### src/rtl/quiz_round_sequencer_if.sv
// Handshake bundle between the round sequencer, the question generator and the judge unit.
// The sequencer owns the request lines; the generator/judge side answers with ack/valid/ok.
interface quiz_round_sequencer_if;
  logic qgen_req;
  logic qgen_ack;
  logic judg_req;
  logic judg_valid;
  logic judg_ok;

  modport master (
    output qgen_req,
    output judg_req,
    input  qgen_ack,
    input  judg_valid,
    input  judg_ok
  );

  modport slave (
    input  qgen_req,
    input  judg_req,
    output qgen_ack,
    output judg_valid,
    output judg_ok
  );
endinterface

### src/rtl/quiz_round_sequencer.sv
// Round sequencer for the factorization quiz: question request, countdown, judgement,
// scoring and result display, ending the game on HP exhaustion or a full clear.
module quiz_round_sequencer #(
  parameter int HP_INIT    = 3,
  parameter int Q_NUM      = 5,
  parameter int TIME_LIMIT = 9,
  parameter int SHOW_SEC   = 1
) (
  input  logic                          i_clk,
  input  logic                          i_rst,
  input  logic                          i_start,
  input  logic                          i_tick_1s,
  input  logic                          i_dec,
  quiz_round_sequencer_if.master        bus,
  output logic [2:0]                    o_state,
  output logic [1:0]                    o_hp,
  output logic [2:0]                    o_cnt,
  output logic [3:0]                    o_timer,
  output logic [1:0]                    o_result,
  output logic                          o_need_1sec,
  output logic                          o_clr_out,
  output logic                          o_over_out
);

  typedef enum logic [2:0] {
    ST_IDLE   = 3'd0,
    ST_REQ_Q  = 3'd1,
    ST_ANSWER = 3'd2,
    ST_JUDGE  = 3'd3,
    ST_SHOW   = 3'd4,
    ST_OVER   = 3'd5,
    ST_CLEAR  = 3'd6
  } state_t;

  localparam logic [1:0] HP_INIT_V   = 2'(HP_INIT);
  localparam logic [2:0] Q_NUM_V     = 3'(Q_NUM);
  localparam logic [3:0] TIME_LIM_V  = 4'(TIME_LIMIT);
  localparam logic [1:0] SHOW_LAST_V = 2'(SHOW_SEC - 1);

  localparam logic [1:0] RES_NONE    = 2'b00;
  localparam logic [1:0] RES_OK      = 2'b01;
  localparam logic [1:0] RES_WRONG   = 2'b10;
  localparam logic [1:0] RES_TIMEOUT = 2'b11;

  state_t     r_state,     w_state_nxt;
  logic [1:0] r_hp,        w_hp_nxt;
  logic [2:0] r_cnt,       w_cnt_nxt;
  logic [3:0] r_timer,     w_timer_nxt;
  logic [1:0] r_result,    w_result_nxt;
  logic [1:0] r_show_cnt,  w_show_cnt_nxt;
  logic       r_qgen_req,  w_qgen_req_nxt;
  logic       r_judg_req,  w_judg_req_nxt;
  logic       r_need_1sec, w_need_1sec_nxt;
  logic       r_clr,       w_clr_nxt;
  logic       r_over,      w_over_nxt;

  function automatic logic [1:0] hp_dec_sat(input logic [1:0] hp);
    logic [1:0] res;
    if (hp == 2'd0) begin
      res = 2'd0;
    end else begin
      res = hp - 2'd1;
    end
    return res;
  endfunction

  function automatic logic [3:0] timer_dec_sat(input logic [3:0] t);
    logic [3:0] res;
    if (t == 4'd0) begin
      res = 4'd0;
    end else begin
      res = t - 4'd1;
    end
    return res;
  endfunction

  // Next-state, scoring and registered-output decode.
  always_comb begin
    w_state_nxt    = r_state;
    w_hp_nxt       = r_hp;
    w_cnt_nxt      = r_cnt;
    w_timer_nxt    = r_timer;
    w_result_nxt   = r_result;
    w_show_cnt_nxt = r_show_cnt;

    case (r_state)
      ST_IDLE, ST_OVER, ST_CLEAR: begin
        if (i_start) begin
          w_state_nxt  = ST_REQ_Q;
          w_hp_nxt     = HP_INIT_V;
          w_cnt_nxt    = 3'd0;
          w_result_nxt = RES_NONE;
        end else begin
          w_state_nxt  = r_state;
        end
      end
      ST_REQ_Q: begin
        // An ack only counts once our request is actually visible on the bus.
        if (r_qgen_req && bus.qgen_ack) begin
          w_state_nxt = ST_ANSWER;
          w_timer_nxt = TIME_LIM_V;
        end else begin
          w_state_nxt = ST_REQ_Q;
        end
      end
      ST_ANSWER: begin
        if (i_dec) begin
          w_state_nxt = ST_JUDGE;
        end else if (i_tick_1s) begin
          w_timer_nxt = timer_dec_sat(r_timer);
          if (r_timer <= 4'd1) begin
            w_state_nxt    = ST_SHOW;
            w_result_nxt   = RES_TIMEOUT;
            w_hp_nxt       = hp_dec_sat(r_hp);
            w_show_cnt_nxt = 2'd0;
          end else begin
            w_state_nxt    = ST_ANSWER;
          end
        end else begin
          w_state_nxt = ST_ANSWER;
        end
      end
      ST_JUDGE: begin
        if (bus.judg_valid) begin
          w_state_nxt    = ST_SHOW;
          w_show_cnt_nxt = 2'd0;
          if (bus.judg_ok) begin
            w_result_nxt = RES_OK;
            w_cnt_nxt    = r_cnt + 3'd1;
          end else begin
            w_result_nxt = RES_WRONG;
            w_hp_nxt     = hp_dec_sat(r_hp);
          end
        end else begin
          w_state_nxt = ST_JUDGE;
        end
      end
      ST_SHOW: begin
        if (i_tick_1s) begin
          if (r_show_cnt == SHOW_LAST_V) begin
            w_show_cnt_nxt = 2'd0;
            if (r_hp == 2'd0) begin
              w_state_nxt  = ST_OVER;
            end else if (r_cnt == Q_NUM_V) begin
              w_state_nxt  = ST_CLEAR;
            end else begin
              w_state_nxt  = ST_REQ_Q;
              w_result_nxt = RES_NONE;
            end
          end else begin
            w_show_cnt_nxt = r_show_cnt + 2'd1;
          end
        end else begin
          w_state_nxt = ST_SHOW;
        end
      end
      default: begin
        w_state_nxt = ST_IDLE;
      end
    endcase

    // The generator request trails state entry by one cycle and drops right after the ack.
    w_qgen_req_nxt  = (r_state == ST_REQ_Q) && (w_state_nxt == ST_REQ_Q);
    w_judg_req_nxt  = (w_state_nxt == ST_JUDGE);
    w_need_1sec_nxt = (w_state_nxt == ST_SHOW);
    w_clr_nxt       = (w_state_nxt == ST_CLEAR);
    w_over_nxt      = (w_state_nxt == ST_OVER);
  end

  // State and output registers with synchronous reset.
  always_ff @(posedge i_clk) begin
    if (i_rst) begin
      r_state     <= ST_IDLE;
      r_hp        <= HP_INIT_V;
      r_cnt       <= 3'd0;
      r_timer     <= 4'd0;
      r_result    <= RES_NONE;
      r_show_cnt  <= 2'd0;
      r_qgen_req  <= 1'b0;
      r_judg_req  <= 1'b0;
      r_need_1sec <= 1'b0;
      r_clr       <= 1'b0;
      r_over      <= 1'b0;
    end else begin
      r_state     <= w_state_nxt;
      r_hp        <= w_hp_nxt;
      r_cnt       <= w_cnt_nxt;
      r_timer     <= w_timer_nxt;
      r_result    <= w_result_nxt;
      r_show_cnt  <= w_show_cnt_nxt;
      r_qgen_req  <= w_qgen_req_nxt;
      r_judg_req  <= w_judg_req_nxt;
      r_need_1sec <= w_need_1sec_nxt;
      r_clr       <= w_clr_nxt;
      r_over      <= w_over_nxt;
    end
  end

  assign bus.qgen_req = r_qgen_req;
  assign bus.judg_req = r_judg_req;
  assign o_state      = r_state;
  assign o_hp         = r_hp;
  assign o_cnt        = r_cnt;
  assign o_timer      = r_timer;
  assign o_result     = r_result;
  assign o_need_1sec  = r_need_1sec;
  assign o_clr_out    = r_clr;
  assign o_over_out   = r_over;

endmodule

### src/flat_wrapper.sv
// flat-port wrapper written by rule: the top's interface ports become plain ports
module quiz_round_sequencer_flat 
#(
  parameter int HP_INIT    = 3,
  parameter int Q_NUM      = 5,
  parameter int TIME_LIMIT = 9,
  parameter int SHOW_SEC   = 1
)
  (i_clk, i_rst, i_start, i_tick_1s, i_dec, o_state, o_hp, o_cnt, o_timer, o_result, o_need_1sec, o_clr_out, o_over_out, bus_qgen_req, bus_judg_req, bus_qgen_ack, bus_judg_valid, bus_judg_ok);
  quiz_round_sequencer_if bus_i ();
  input  logic i_clk;
  input  logic i_rst;
  input  logic i_start;
  input  logic i_tick_1s;
  input  logic i_dec;
  output logic [2:0] o_state;
  output logic [1:0] o_hp;
  output logic [2:0] o_cnt;
  output logic [3:0] o_timer;
  output logic [1:0] o_result;
  output logic o_need_1sec;
  output logic o_clr_out;
  output logic o_over_out;
  output wire logic [$bits(bus_i.qgen_req)-1:0] bus_qgen_req;
  output wire logic [$bits(bus_i.judg_req)-1:0] bus_judg_req;
  input wire logic [$bits(bus_i.qgen_ack)-1:0] bus_qgen_ack;
  input wire logic [$bits(bus_i.judg_valid)-1:0] bus_judg_valid;
  input wire logic [$bits(bus_i.judg_ok)-1:0] bus_judg_ok;
  assign bus_qgen_req = bus_i.qgen_req;
  assign bus_judg_req = bus_i.judg_req;
  assign bus_i.qgen_ack = bus_qgen_ack;
  assign bus_i.judg_valid = bus_judg_valid;
  assign bus_i.judg_ok = bus_judg_ok;
  quiz_round_sequencer #(.HP_INIT(HP_INIT), .Q_NUM(Q_NUM), .TIME_LIMIT(TIME_LIMIT), .SHOW_SEC(SHOW_SEC)) u_core (.i_clk(i_clk), .i_rst(i_rst), .i_start(i_start), .i_tick_1s(i_tick_1s), .i_dec(i_dec), .bus(bus_i), .o_state(o_state), .o_hp(o_hp), .o_cnt(o_cnt), .o_timer(o_timer), .o_result(o_result), .o_need_1sec(o_need_1sec), .o_clr_out(o_clr_out), .o_over_out(o_over_out));
endmodule
### config.mk
export PLATFORM = sky130hd
export DESIGN_NAME = quiz_round_sequencer_flat
export DESIGN_NICKNAME = d
export VERILOG_FILES = /design/src/rtl/quiz_round_sequencer_if.sv /design/src/rtl/quiz_round_sequencer.sv /design/src/flat_wrapper.sv
export SDC_FILE = /design/constraint.sdc
export NUM_CORES = 1
export LEC_CHECK = 0
export BUFFER_PORTS_ARGS = -buffer_cell sky130_fd_sc_hd__buf_2
export CAP_MARGIN = 20
export CELL_PAD_IN_SITES_DETAIL_PLACEMENT = 0
export CELL_PAD_IN_SITES_GLOBAL_PLACEMENT = 1
export CORE_ASPECT_RATIO = 1.25
export CORE_UTILIZATION = 35
export CTS_BUF_LIST = sky130_fd_sc_hd__clkbuf_8 sky130_fd_sc_hd__clkbuf_16
export DETAILED_ROUTE_END_ITERATION = 10
export HOLD_SLACK_MARGIN = 0.02
export PLACE_DENSITY_LB_ADDON = 0.05
export SLEW_MARGIN = 25
export SYNTH_ARGS = -nofsm -noshare
export SYNTH_HDL_FRONTEND = slang
export SYNTH_SLANG_ARGS = --single-unit
### constraint.sdc
create_clock -name i_clk -period 1.4 [get_ports i_clk]
set_input_delay 0.14 -clock i_clk [delete_from_list [all_inputs] [get_ports i_clk]]
set_output_delay 0.14 -clock i_clk [all_outputs]
set_load 0.005 [all_outputs]
Word level (Yosys, flattened, before mapping)
Index checks and enable logic that the tools add are counted.
{"block": "classes", "n_eq_ne": 24, "order_cmp": 1, "reduce_logical": 17, "n_mux": 46, "add_sub_neg": 4}
{"cell": "$mux W2", "count": 24}
{"cell": "$mux W3", "count": 12}
{"cell": "$eq A3 B3 Y1 const B", "count": 7}
{"cell": "$ne A2 B2 Y1 const B", "count": 9}
{"cell": "$mux W4", "count": 4}
{"cell": "$pmux W3 S5", "count": 1}
{"cell": "$pmux W2 S3", "count": 2}
{"cell": "$reduce_and A10 Y1", "count": 1}
{"cell": "$eq A3 B2 Y1 const B", "count": 3}
{"cell": "$pmux W2 S4", "count": 1}
{"cell": "$pmux W4 S2", "count": 1}
{"cell": "$reduce_and A4 Y1", "count": 2}
{"cell": "$reduce_and A7 Y1", "count": 1}
{"cell": "$eq A3 B1 Y1 const B", "count": 2}
{"cell": "$ne A2 B1 Y1 const B", "count": 3}
{"cell": "$pmux W3 S2", "count": 1}
{"cell": "$reduce_and A6 Y1", "count": 1}
{"cell": "$reduce_bool A3 Y1", "count": 2}
{"cell": "$le A4 B1 Y1 const B", "count": 1}
{"cell": "$logic_not A2 Y1", "count": 2}
{"cell": "$logic_not A4 Y1", "count": 1}
{"cell": "$reduce_bool A2 Y1", "count": 2}
{"cell": "$reduce_bool A4 Y1", "count": 1}
{"cell": "$sub A4 B1 Y4 const B", "count": 1}
{"cell": "6 further kinds", "count": 7}
{"block": "word_totals", "word_cells": 103, "regBits": 21, "inputBits": 8}

Longest topological paths before layout
Gate-level depths: netlist (run 1).
{"block": "logic_depth", "depth_word": 8, "ltp_mapped": 7, "depth_no_buf": 7}

Worst setup path before layout (run 1)
Ideal clock, no wire load.
{"block": "synth_path", "kind": "reg2reg", "start": "register u_core.r_state[0], in the netlist u_core.o_state[0]", "end": "register u_core.r_need_1sec, in the netlist u_core.o_need_1sec", "synth_period_minus_slack_ns": 1.535, "stages_incl_launch_ff": 6, "required_ns": 1.336, "slack_ns": -0.135, "arrival_ns": 1.471, "cell_sequence": "dfxtp_1 -> buf_6 -> mux4_2 -> mux2i_4 -> o21ai_1 -> nor2_1"}
{"block": "synth_via", "elab_chain_len": 4}
{"item": "from (decl)", "line_no": "quiz_round_sequencer.sv:45", "rtl": "state_t r_state, w_state_nxt;"}
{"item": "from (signal assigned)", "line_no": "quiz_round_sequencer.sv:185", "rtl": "r_state <= w_state_nxt;"}
{"item": "$eq A3 B3 Y1 (tied with other cells)", "line_no": "quiz_round_sequencer.sv:86", "rtl": "case (r_state)"}
{"item": "$reduce_or A3 Y1 or $mux W3 (tied branches)", "line_no": "quiz_round_sequencer.sv:86, quiz_round_sequencer.sv:139"}
{"item": "$pmux W3 S5 *", "line_no": "quiz_round_sequencer.sv:86"}
{"item": "$eq A3 B3 Y1 *", "line_no": "quiz_round_sequencer.sv:165", "rtl": "w_need_1sec_nxt = (w_state_nxt == ST_SHOW);"}
{"item": "to (signal assigned)", "line_no": "quiz_round_sequencer.sv:193", "rtl": "r_need_1sec <= w_need_1sec_nxt;"}
{"item": "to (decl)", "line_no": "quiz_round_sequencer.sv:53", "rtl": "logic r_need_1sec, w_need_1sec_nxt;"}
Every way passes the cells marked *; elsewhere a longest branch is shown, timed or not.
A chain may end at the register's enable or synchronous reset.

Worst setup path after layout (run 1)
{"block": "layout_path", "start": "register u_core.r_state[1], in the netlist u_core.o_state[1]", "end": "register u_core.r_state[2], in the netlist u_core.o_state[2]"}
{"block": "layout_via", "elab_chain_len": 3}
{"item": "$eq A3 B3 Y1 or $logic_not A3 Y1 (tied branches)", "line_no": "quiz_round_sequencer.sv:86"}
{"item": "$reduce_or A3 Y1", "line_no": "quiz_round_sequencer.sv:86"}
{"item": "$pmux W3 S5 *", "line_no": "quiz_round_sequencer.sv:86"}
Marks and branches as above.

==> results of run 1 <==
==> Yosys cell counts (2+ instances only) <==
master     n  area share
a21oi_1   10       0.041
nor2_1    16       0.049
nor2b_1    2       0.010
and3b_1    2       0.014
nand2b_1   4       0.021
buf_6      2       0.019
ha_1       4       0.041
nand3_1    5       0.021
o21a_1     2       0.012
nand3b_1   2       0.012
and2_1     2       0.010
nand2_1   11       0.034
inv_1      8       0.025
o31ai_1    2       0.012
o21ai_1    5       0.021
nor3_1     6       0.025
o21ai_0    5       0.021
dfxtp_1   21        0.35
==> layer usage <==
metal / vias up / wire [um] / global-route usage
met1: 636 / 1670 / 0.251
met5: - / 0 / 0
met4: 0 / 60 / 0.0833
met3: 6 / 103 / 0.0289
li1: 663 / - / -
met2: 28 / 2120 / 0.378
==> what timing repair did <==
| action | in CTS | in global routing |
|---|---|---|
| setup buffers | 3 | 5 |
| pin swaps | 4 | 15 |
| setup endpoints to repair | 19 | 19 |
| gates resized for setup | 21 | 31 |
==> worst max-delay path, delay by kind of cell (launching register included) <==
kind / cells / cell delay [ps]
AOI/OAI and AO/OA: 2 / 530
buffers and inverters: 1 / 140
DFF: 1 / 390
and+or+nand+nor: 3 / 420
==> stage by stage <==
stage,cell area (sq um),utilization
floorplan,1240,-
global placement,1700,0.522
detailed placement,1700,0.522
CTS,1840,0.565
global route,2030,0.624
finish,2030,0.624
==> state kept, by name, indices dropped and copies added, names as in the netlist <==
| signal | cells |
|---|---|
| u_core.o_timer | 4 |
| u_core.o_cnt | 3 |
| u_core.o_state | 3 |
| u_core.o_hp | 2 |
| u_core.o_result | 2 |
| u_core.r_show_cnt | 2 |
| u_core.bus.judg_req | 1 |
| u_core.bus.qgen_req | 1 |
| u_core.o_clr_out | 1 |
| u_core.o_need_1sec | 1 |
| u_core.o_over_out | 1 |
==> cell type report <==
class                   instances  area [sq um]  share of cell area
inverters                       9          33.8              0.0166
flip-flops and latches         21           438               0.216
multi-input cells             107           938               0.462
repair buffers                 76           528               0.260
clock inverters                 1          5.00             0.00246
well taps                      37          46.3              0.0228
clock buffers                   3          41.3              0.0203
==> cells by family (layout without fill, tap and decap cells) <==
group                      count (synthesis)  count (layout)
muxes                                      3               3
AOI/OAI and AO/OA                         39              39
buffers and inverters                     14              89
and+or+nand+nor                           61              61
adders and majority gates                  4               4
DFF                                       21              21
==> power breakdown <==
| part | total, mW | switching, mW | internal [mW] |
|---|---|---|---|
| Combinational | 0.242 | 0.119 | 0.124 |
| Sequential | 0.619 | 0.0173 | 0.601 |
| Clock | 0.414 | 0.215 | 0.199 |
==> path summary, 6_finish.rpt <==
| kind | from | to | slack [ps] | cells after the start |
|---|---|---|---|---|
| min reg2reg | u_core.o_result[1] | u_core.o_result[1] | 470 | 2 |
| max | u_core.o_state[1] | u_core.o_state[2] | -180 | 6 |
| max reg2reg | u_core.o_state[1] | u_core.o_state[2] | -180 | 6 |
| min | i_rst | u_core.o_cnt[0] | 240 | 2 |
==> summary.md, run 1 <==
| Metric | Value |
|---|---|
| Yosys Warn Count | `0` |
| Crit path max fanout | `8` |
| Fmax | `633 MHz` |
| Largest family of logic cells by synthesized area | `simple AND/OR/NAND/NOR gates` |
| CTS Hold Bufs | `0` |
| Fin nets | `230` |
| Via/cell ratio | `5.25` |
| CTS Buffer Depth | `2` |
| CP Data Arrival Time | `1730 ps` |
| Worst-case vdd ir drop | `0.000429 V` |
| GRT Util Overall | `0.214` |
| Synth Cell Area | `1220 sq um` |
| Clk pin slew, worst setup/hold paths | `90 ps` |
| Data required, critical path | `1550 ps` |
| Post-Syn Nets | `154` |
| Max-Cap Viols | `0` |
| Fillers | `291` |
| Final ANT Viol Nets | `0` |
| RSZ-0062 raised after global routing | `true` |
| WL per Instance | `15.6 um` |
| Setup TNS | `-1690 ps` |
| #FFs+latches synth | `21` |
| TritonCTS Sinks | `21` |
| Post-synth EDFFs | `0` |
| Area share of and/or/nand/nor cells after synthesis | `0.275` |
| Syn-to-layout area delta | `67.0%` |
| CP max-delay cell | `dfxtp_4` |
| Crit end category | `register` |
| Netlist cell types | `51` |
| Crit-path cells | `nor3b_4 -> buf_4 -> a32oi_1 -> o31ai_1 -> nor2_1 -> nor2_1` |
| Cell Rows | `23` |
| CTS H-tree depth | `1` |
| Root buffer cell | `clkbuf_8` |
| Leak | `0.882 nW` |
| Via count | `1,333` |
| Worst rel slew slack | `0.742` |
| CTS Buf Count | `3` |
| Drt first pass iters | `4` |
| Most numerous cell on the critical path | `nor2_1` |
| GP Congestion | `0.795` |
| Failing checks | `setup timing` |
| Placed Cells | `242` |
| Layout cells sized above 1 | `0.594` |
| Worst hold path class | `input port to register` |
| DIE WIDTH | `54.7 um` |
| PD cells | `628 nW/um^2` |
| Final Max Slew Viols | `0` |
| Main flop type after synthesis | `dfxtp_1` |
| Final Hold Slack | `236 ps` |
| Share of flip-flops with an asynchronous set or reset | `0` |
| XOR/XNOR Fraction of Synth Area | `0` |
| Core area | `3250 sq um` |
| Worst setup margin | `-180 ps` |
| Initial DRC count | `28` |
| Antenna violations before repair | `0` |
| CTS tree | `built` |
| Diode count | `0` |
| DP HPWL | `2730 um` |
| Final cell count without fillers | `254` |
| Fin crit period | `1580 ps` |
| Commonest cells after routing, fill and taps aside | `46 x buf_4, 26 x buf_2, 15 x nor2_1` |
| Worst stage delay on the critical path | `390 ps` |
| GRT overflow | `0` |
| Pwr Total | `1.28 mW` |
| IO Port Bufs | `26` |
| Die height | `67.9 um` |
| Final Skew | `8.35 ps` |
| Total wire length | `3950 um` |
| Largest net degree at the start of global routing | `16` |
| Adder-cell share of the synthesized area | `0.0412` |
| Final Setup Violations | `14` |
| Mux share of post-synthesis cell area | `0.0453` |
| Num ports | `27` |
| Sequential area share after synthesis | `0.346` |
| Pre-CTS WS | `-256 ps` |
| Commonest non-fill, non-tap cell in the layout | `buf_4` |
| Synth Area in Compound Gates | `0.234` |
| Worst slew pin tran | `383 ps` |
| WS Path Type | `register to register` |
| Syn_area_per_cell | `8.56 sq um` |
| Vias in the first global route | `1,265` |
| Status | `finished with violations` |
| DRC Markers | `0` |
| Initial core utilization | `0.374` |
| Die area | `3720 sq um` |
| Global-route wire length before repair | `5730 um` |
| Period Utilization, post-route | `1.13` |
| Instance count of the mapped netlist | `142` |
| Crit start category | `register` |
| Endpoints failing hold | `0` |
| Clk_lat worst skew | `270 ps` |
No activity file was read; power rests on OpenSTA's default activity.
==> run 2: changes to the inputs <==
Settings changed: CORE_ASPECT_RATIO 1.25 to 0.6.
==> summary.md, run 2 (synthesized netlist as in run 1, its figures left out) <==
| Metric | Value |
|---|---|
| Total wire length | `3920 um (was 3950 um)` |
| CP max-delay cell | `o41ai_4 (was dfxtp_4)` |
| Finished Core Util | `0.599 (was 0.624)` |
| DRC Markers | `0 (unchanged)` |
| Via/cell ratio | `5.06 (was 5.25)` |
| Crit-path cells | `nor3_4 -> nand2_1 -> a22o_2 -> o41ai_4 -> inv_1 (was nor3b_4 -> buf_4 -> a32oi_1 -> o31ai_1 -> nor2_1 -> nor2_1)` |
| Diode count | `0 (unchanged)` |
| Worst hold path class | `input port to register (unchanged)` |
| Max FFs per register | `4 (unchanged)` |
| WL per Instance | `14.9 um (was 15.6 um)` |
| Worst stage delay on the critical path | `400 ps (was 390 ps)` |
| Core area | `3280 sq um (was 3250 sq um)` |
| Commonest non-fill, non-tap cell in the layout | `buf_4 (unchanged)` |
| CTS tree | `built (unchanged)` |
| GRT overflow | `0 (unchanged)` |
| GRT Util Overall | `0.215 (was 0.214)` |
| Finished Cell Area | `1970 sq um (was 2030 sq um)` |
| Final Skew | `9.49 ps (was 8.35 ps)` |
| Crit end category | `register (unchanged)` |
| Via count | `1,325 (was 1,333)` |
| Crit path max fanout | `3 (was 8)` |
| Worst setup margin | `-136 ps (was -180 ps)` |
| Crit start category | `register (unchanged)` |
| Data required, critical path | `1550 ps (about the same)` |
| Root buffer cell | `clkbuf_8 (unchanged)` |
| Vias in the first global route | `1,211 (was 1,265)` |
| Initial DRC count | `55 (was 28)` |
| CP Data Arrival Time | `1690 ps (was 1730 ps)` |
| Antenna violations before repair | `0 (unchanged)` |
| Pre-CTS WS | `-290 ps (was -256 ps)` |
| CTS H-tree depth | `1 (unchanged)` |
| Global-route wire length before repair | `5870 um (was 5730 um)` |
| Fmax | `651 MHz (was 633 MHz)` |
| RSZ-0062 raised after global routing | `true (unchanged)` |
| Clk pin slew, worst setup/hold paths | `90 ps (about the same)` |
| Commonest cells after routing, fill and taps aside | `46 x buf_4, 26 x buf_2, 14 x nor2_1 (was 46 x buf_4, 26 x buf_2, 15 x nor2_1)` |
| Status | `finished with violations (unchanged)` |
| Clk_lat worst skew | `270 ps (about the same)` |
| Final Setup Violations | `17 (was 14)` |
| Period Utilization, post-route | `1.10 (was 1.13)` |
| DIE WIDTH | `78.1 um (was 54.7 um)` |
| Worst-case vdd ir drop | `0.000394 V (was 0.000429 V)` |
| Pwr Total | `1.25 mW (was 1.28 mW)` |
| Cell Rows | `16 (was 23)` |
| Final Hold Slack | `242 ps (was 236 ps)` |
| Failing checks | `setup timing (unchanged)` |
| DP HPWL | `2740 um (was 2730 um)` |
| CTS Buffer Depth | `2 (unchanged)` |
| Max-Cap Viols | `0 (unchanged)` |
| Fin crit period | `1540 ps (was 1580 ps)` |
| Placed Area | `1680 sq um (was 1700 sq um)` |
| GP Congestion | `0.857 (was 0.795)` |
| TritonCTS Sinks | `21 (unchanged)` |
| Fillers | `305 (was 291)` |
| CTS Buf Count | `3 (unchanged)` |
| Die height | `47.7 um (was 67.9 um)` |
| WS Path Type | `register to register (unchanged)` |
| Final Max Slew Viols | `0 (unchanged)` |
| IO Port Bufs | `26 (unchanged)` |
| Die area | `3720 sq um (about the same)` |
| Endpoints failing hold | `0 (unchanged)` |
| Layout cells sized above 1 | `0.553 (was 0.594)` |
| Worst rel slew slack | `0.659 (was 0.742)` |
| Syn-to-layout area delta | `61.8% (was 67.0%)` |
| Initial core utilization | `0.370 (was 0.374)` |
| Final ANT Viol Nets | `0 (unchanged)` |
| PD cells | `636 nW/um^2 (was 628 nW/um^2)` |
| Drt first pass iters | `4 (unchanged)` |
| Num ports | `27 (unchanged)` |
| Worst slew pin tran | `508 ps (was 383 ps)` |
| Largest net degree at the start of global routing | `16 (unchanged)` |
| Leak | `0.870 nW (was 0.882 nW)` |
| Fin nets | `230 (unchanged)` |
## run 2: area by class of cell
cell class              instances  area, sq um  area share
clock buffers                   3         41.3      0.0210
flip-flops and latches         21          438       0.223
inverters                       9         33.8      0.0172
multi-input cells             107          873       0.444
clock inverters                 1         5.00     0.00254
well taps                      45         56.3      0.0286
repair buffers                 76          520       0.264
## run 2: path summary, 6_finish.rpt
path	start	end	slack (ps)	depth (start not counted)
hold reg to reg	u_core.r_show_cnt[0]	u_core.r_show_cnt[0]	490	2
setup reg to reg	u_core.o_timer[1]	u_core.o_state[1]	-140	5
hold / removal	i_rst	u_core.o_timer[0]	240	2
setup / recovery	u_core.o_timer[1]	u_core.o_state[1]	-140	5
## run 2: per-stage QoR
stage	setup TNS [ps]	instances
3_3_place_gp	-1770	247
5_1_grt	-3160	262
2_1_floorplan	-205	142
4_1_cts	-1200	257
3_5_place_dp	-2490	247
6_report	-1430	262
## run 2: per-layer routing
layer / global-route usage / part of all wire / up-vias
li1: - / - / 667
met1: 0.300 / 0.53 / 624
met4: 0.0815 / 0.0072 / 0
met5: 0 / 0 / -
met2: 0.332 / 0.42 / 29
met3: 0.0495 / 0.036 / 5
## run 2: what timing repair did
item | 4_1_cts | 5_1_grt
hold buffers | 0 | 0
buffers inserted | 6 | 5
endpoints found under the setup margin | 19 | 20
resized for setup | 26 | 14
pin swaps | 10 | 2
endpoints found under the hold margin | 0 | 0
## run 2: critical path: cells and delay by family, from the launching register on
| kind | cells | cell delay [ps] |
|---|---|---|
| AND/OR/NAND/NOR | 2 | 310 |
| AO/OA/AOI/OAI | 2 | 680 |
| flip-flops | 1 | 350 |
| buffers and inverters | 1 | 90 |
## run 2: report_power, final
| group | internal [mW] | total (mW) | leakage (nW) | switching (mW) |
|---|---|---|---|---|
| logic | 0.110 | 0.217 | 0.670 | 0.107 |
| registers | 0.601 | 0.619 | 0.175 | 0.0181 |
| clock network | 0.199 | 0.415 | 0.0255 | 0.216 |
==> run 3: changes to the inputs <==
Settings changed: PLACE_DENSITY_LB_ADDON 0.05 to 0.2.
==> summary.md, run 3 (synthesized netlist as in run 1, its figures left out) <==
| Metric | Value |
|---|---|
| Status | `finished with violations (unchanged)` |
| Failing checks | `setup timing (unchanged)` |
| Placed Cells | `249 (was 247)` |
| CTS Buf Count | `3 (unchanged)` |
| Layout cells sized above 1 | `0.587 (was 0.553)` |
| Commonest non-fill, non-tap cell in the layout | `buf_4 (unchanged)` |
| CTS H-tree depth | `1 (unchanged)` |
| Clk_lat worst skew | `260 ps (was 270 ps)` |
| Crit path max fanout | `15 (was 3)` |
| Num ports | `27 (unchanged)` |
| Hold Path Cell Cnt | `2 (unchanged)` |
| Crit start category | `register (unchanged)` |
| Period Utilization, post-route | `1.14 (was 1.10)` |
| CP Data Arrival Time | `1740 ps (was 1690 ps)` |
| Die area | `3720 sq um (unchanged)` |
| WL per Instance | `15.7 um (was 14.9 um)` |
| Final Setup Violations | `20 (was 17)` |
| GRT Util Overall | `0.227 (was 0.215)` |
| Diode count | `0 (unchanged)` |
| CTS Buffer Depth | `2 (unchanged)` |
| DIE WIDTH | `78.1 um (unchanged)` |
| Worst hold path class | `input port to register (unchanged)` |
| Global-route wire length before repair | `6340 um (was 5870 um)` |
| Total wire length | `4220 um (was 3920 um)` |
| Fin nets | `236 (was 230)` |
| Via count | `1,361 (was 1,325)` |
| TritonCTS Sinks | `21 (unchanged)` |
| Final Skew | `2.31 ps (was 9.49 ps)` |
| DRC Markers | `0 (unchanged)` |
| PD cells | `609 nW/um^2 (was 636 nW/um^2)` |
| Pwr Total | `1.26 mW (was 1.25 mW)` |
| GP Congestion | `0.863 (was 0.857)` |
| Fillers | `285 (was 305)` |
| Worst rel slew slack | `0.768 (was 0.659)` |
| Initial core utilization | `0.370 (unchanged)` |
| Crit Reg-Reg Startpoint | `u_core.o_state[0] (was u_core.o_timer[1])` |
| CTS tree | `built (unchanged)` |
| Via/cell ratio | `5.08 (was 5.06)` |
| Root buffer cell | `clkbuf_8 (unchanged)` |
| RSZ-0062 raised after global routing | `true (unchanged)` |
| HP Start | `i_rst (unchanged)` |
| Hold EP | `u_core.o_timer[0] (unchanged)` |
| Crit end category | `register (unchanged)` |
| Leak | `0.916 nW (was 0.870 nW)` |
| Clk pin slew, worst setup/hold paths | `80 ps (was 90 ps)` |
| DP HPWL | `2790 um (was 2740 um)` |
| Initial DRC count | `107 (was 55)` |
| Reg-to-Reg End | `u_core.bus.judg_req (was u_core.o_state[1])` |
| Core area | `3280 sq um (unchanged)` |
| GRT overflow | `0 (unchanged)` |
| Fin crit period | `1590 ps (was 1540 ps)` |
| Die height | `47.7 um (unchanged)` |
| Endpoints failing hold | `0 (unchanged)` |
| Final cell count without fillers | `268 (was 262)` |
| Syn-to-layout area delta | `70.0% (was 61.8%)` |
| Largest net degree at the start of global routing | `17 (was 16)` |
| Final Max Slew Viols | `0 (unchanged)` |
| Drt first pass iters | `4 (unchanged)` |
| Worst-case vdd ir drop | `0.000462 V (was 0.000394 V)` |
| CTS Hold Bufs | `0 (unchanged)` |
| Commonest cells after routing, fill and taps aside | `52 x buf_4, 26 x buf_2, 15 x nor2_1 (was 46 x buf_4, 26 x buf_2, 14 x nor2_1)` |
| WS Path Type | `register to register (unchanged)` |
| IO Port Bufs | `26 (unchanged)` |
| Final ANT Viol Nets | `0 (unchanged)` |
| Max-Cap Viols | `0 (unchanged)` |
| Max FFs per register | `4 (unchanged)` |
| Data required, critical path | `1540 ps (was 1550 ps)` |
| Worst reg-to-reg path cell count | `5 (unchanged)` |
| Antenna violations before repair | `0 (unchanged)` |
| Cell Rows | `16 (unchanged)` |
| Fmax | `628 MHz (was 651 MHz)` |
| Worst slew pin tran | `345 ps (was 508 ps)` |
| Worst setup margin | `-193 ps (was -136 ps)` |
| FF-to-FF setup slack | `-190 ps (was -140 ps)` |
| Vias in the first global route | `1,290 (was 1,211)` |
run 3: cell types whose count changed in the layout (fill, tap and decap cells not counted), sizes merged:
cell    previous run  this run
inv                9        10
clkinv             1         0
buf               76        82
run 3: critical path, cell delays in order (launching register included):
cell,delay (ps)
dfxtp_4,470
nor3b_4,80
buf_4,150
a22o_1,280
o41ai_4,400
nor2_1,90
run 3: layer usage:
layer	global-route usage	wire length, um	part of all wire
met1	0.311	2050	0.49
met2	0.393	1930	0.46
met3	0.0419	219	0.052
met4	0.0333	15	0.0036
met5	0	0	0
run 3: worst max-delay path by stage:
stage	from	end	slack [ps]	depth (start not counted)
after global routing	u_core.o_state[0]	u_core.o_state[1]	-240	5
final	u_core.o_state[0]	u_core.bus.judg_req	-190	5
after global placement	u_core.o_state[1]	u_core.o_timer[3]	-160	6
after floorplan	u_core.o_state[0]	u_core.o_clr_out	-50	5
after detailed placement	u_core.o_state[1]	u_core.o_timer[3]	-210	5
after CTS	u_core.o_state[1]	u_core.o_cnt[1]	-170	6
run 3: area by class of cell:
type | instances | area, sq um | area share
Inverter | 9 | 33.8 | 0.0163
Clock inverter | 1 | 3.75 | 0.00182
Multi-Input combinational cell | 107 | 928 | 0.449
Clock buffer | 3 | 41.3 | 0.0200
Sequential cell | 21 | 438 | 0.212
Timing Repair Buffer | 82 | 566 | 0.274
Tap cell | 45 | 56.3 | 0.0272
run 3: report_power, final:
group | internal, mW | leakage (nW) | total (mW) | switching (mW)
clock network | 0.196 | 0.0269 | 0.400 | 0.204
registers | 0.601 | 0.175 | 0.621 | 0.0195
logic | 0.121 | 0.714 | 0.239 | 0.118
run 3: timing repair:
| item | 4_1_cts | 5_1_grt |
|---|---|---|
| gates resized for setup | 36 | 12 |
| pin swaps | 15 | 10 |
| setup endpoints to repair | 20 | 20 |
| buffers inserted | 6 | 9 |
| hold endpoints to repair | 0 | 0 |
run 3: through the flow:
stage                     cell area [sq um]  setup TNS [ps]  worst slack (ps)  hold slack (ps)   util
final                                  2070           -2380              -193              249  0.630
after global routing                   2070           -3640              -235              259  0.630
after CTS                              1950           -2130              -169              237  0.593
after detailed placement               1700           -2030              -213              493  0.518
after global placement                 1700           -1670              -158              459  0.518
after floorplan                        1240            -205             -51.7              202      -
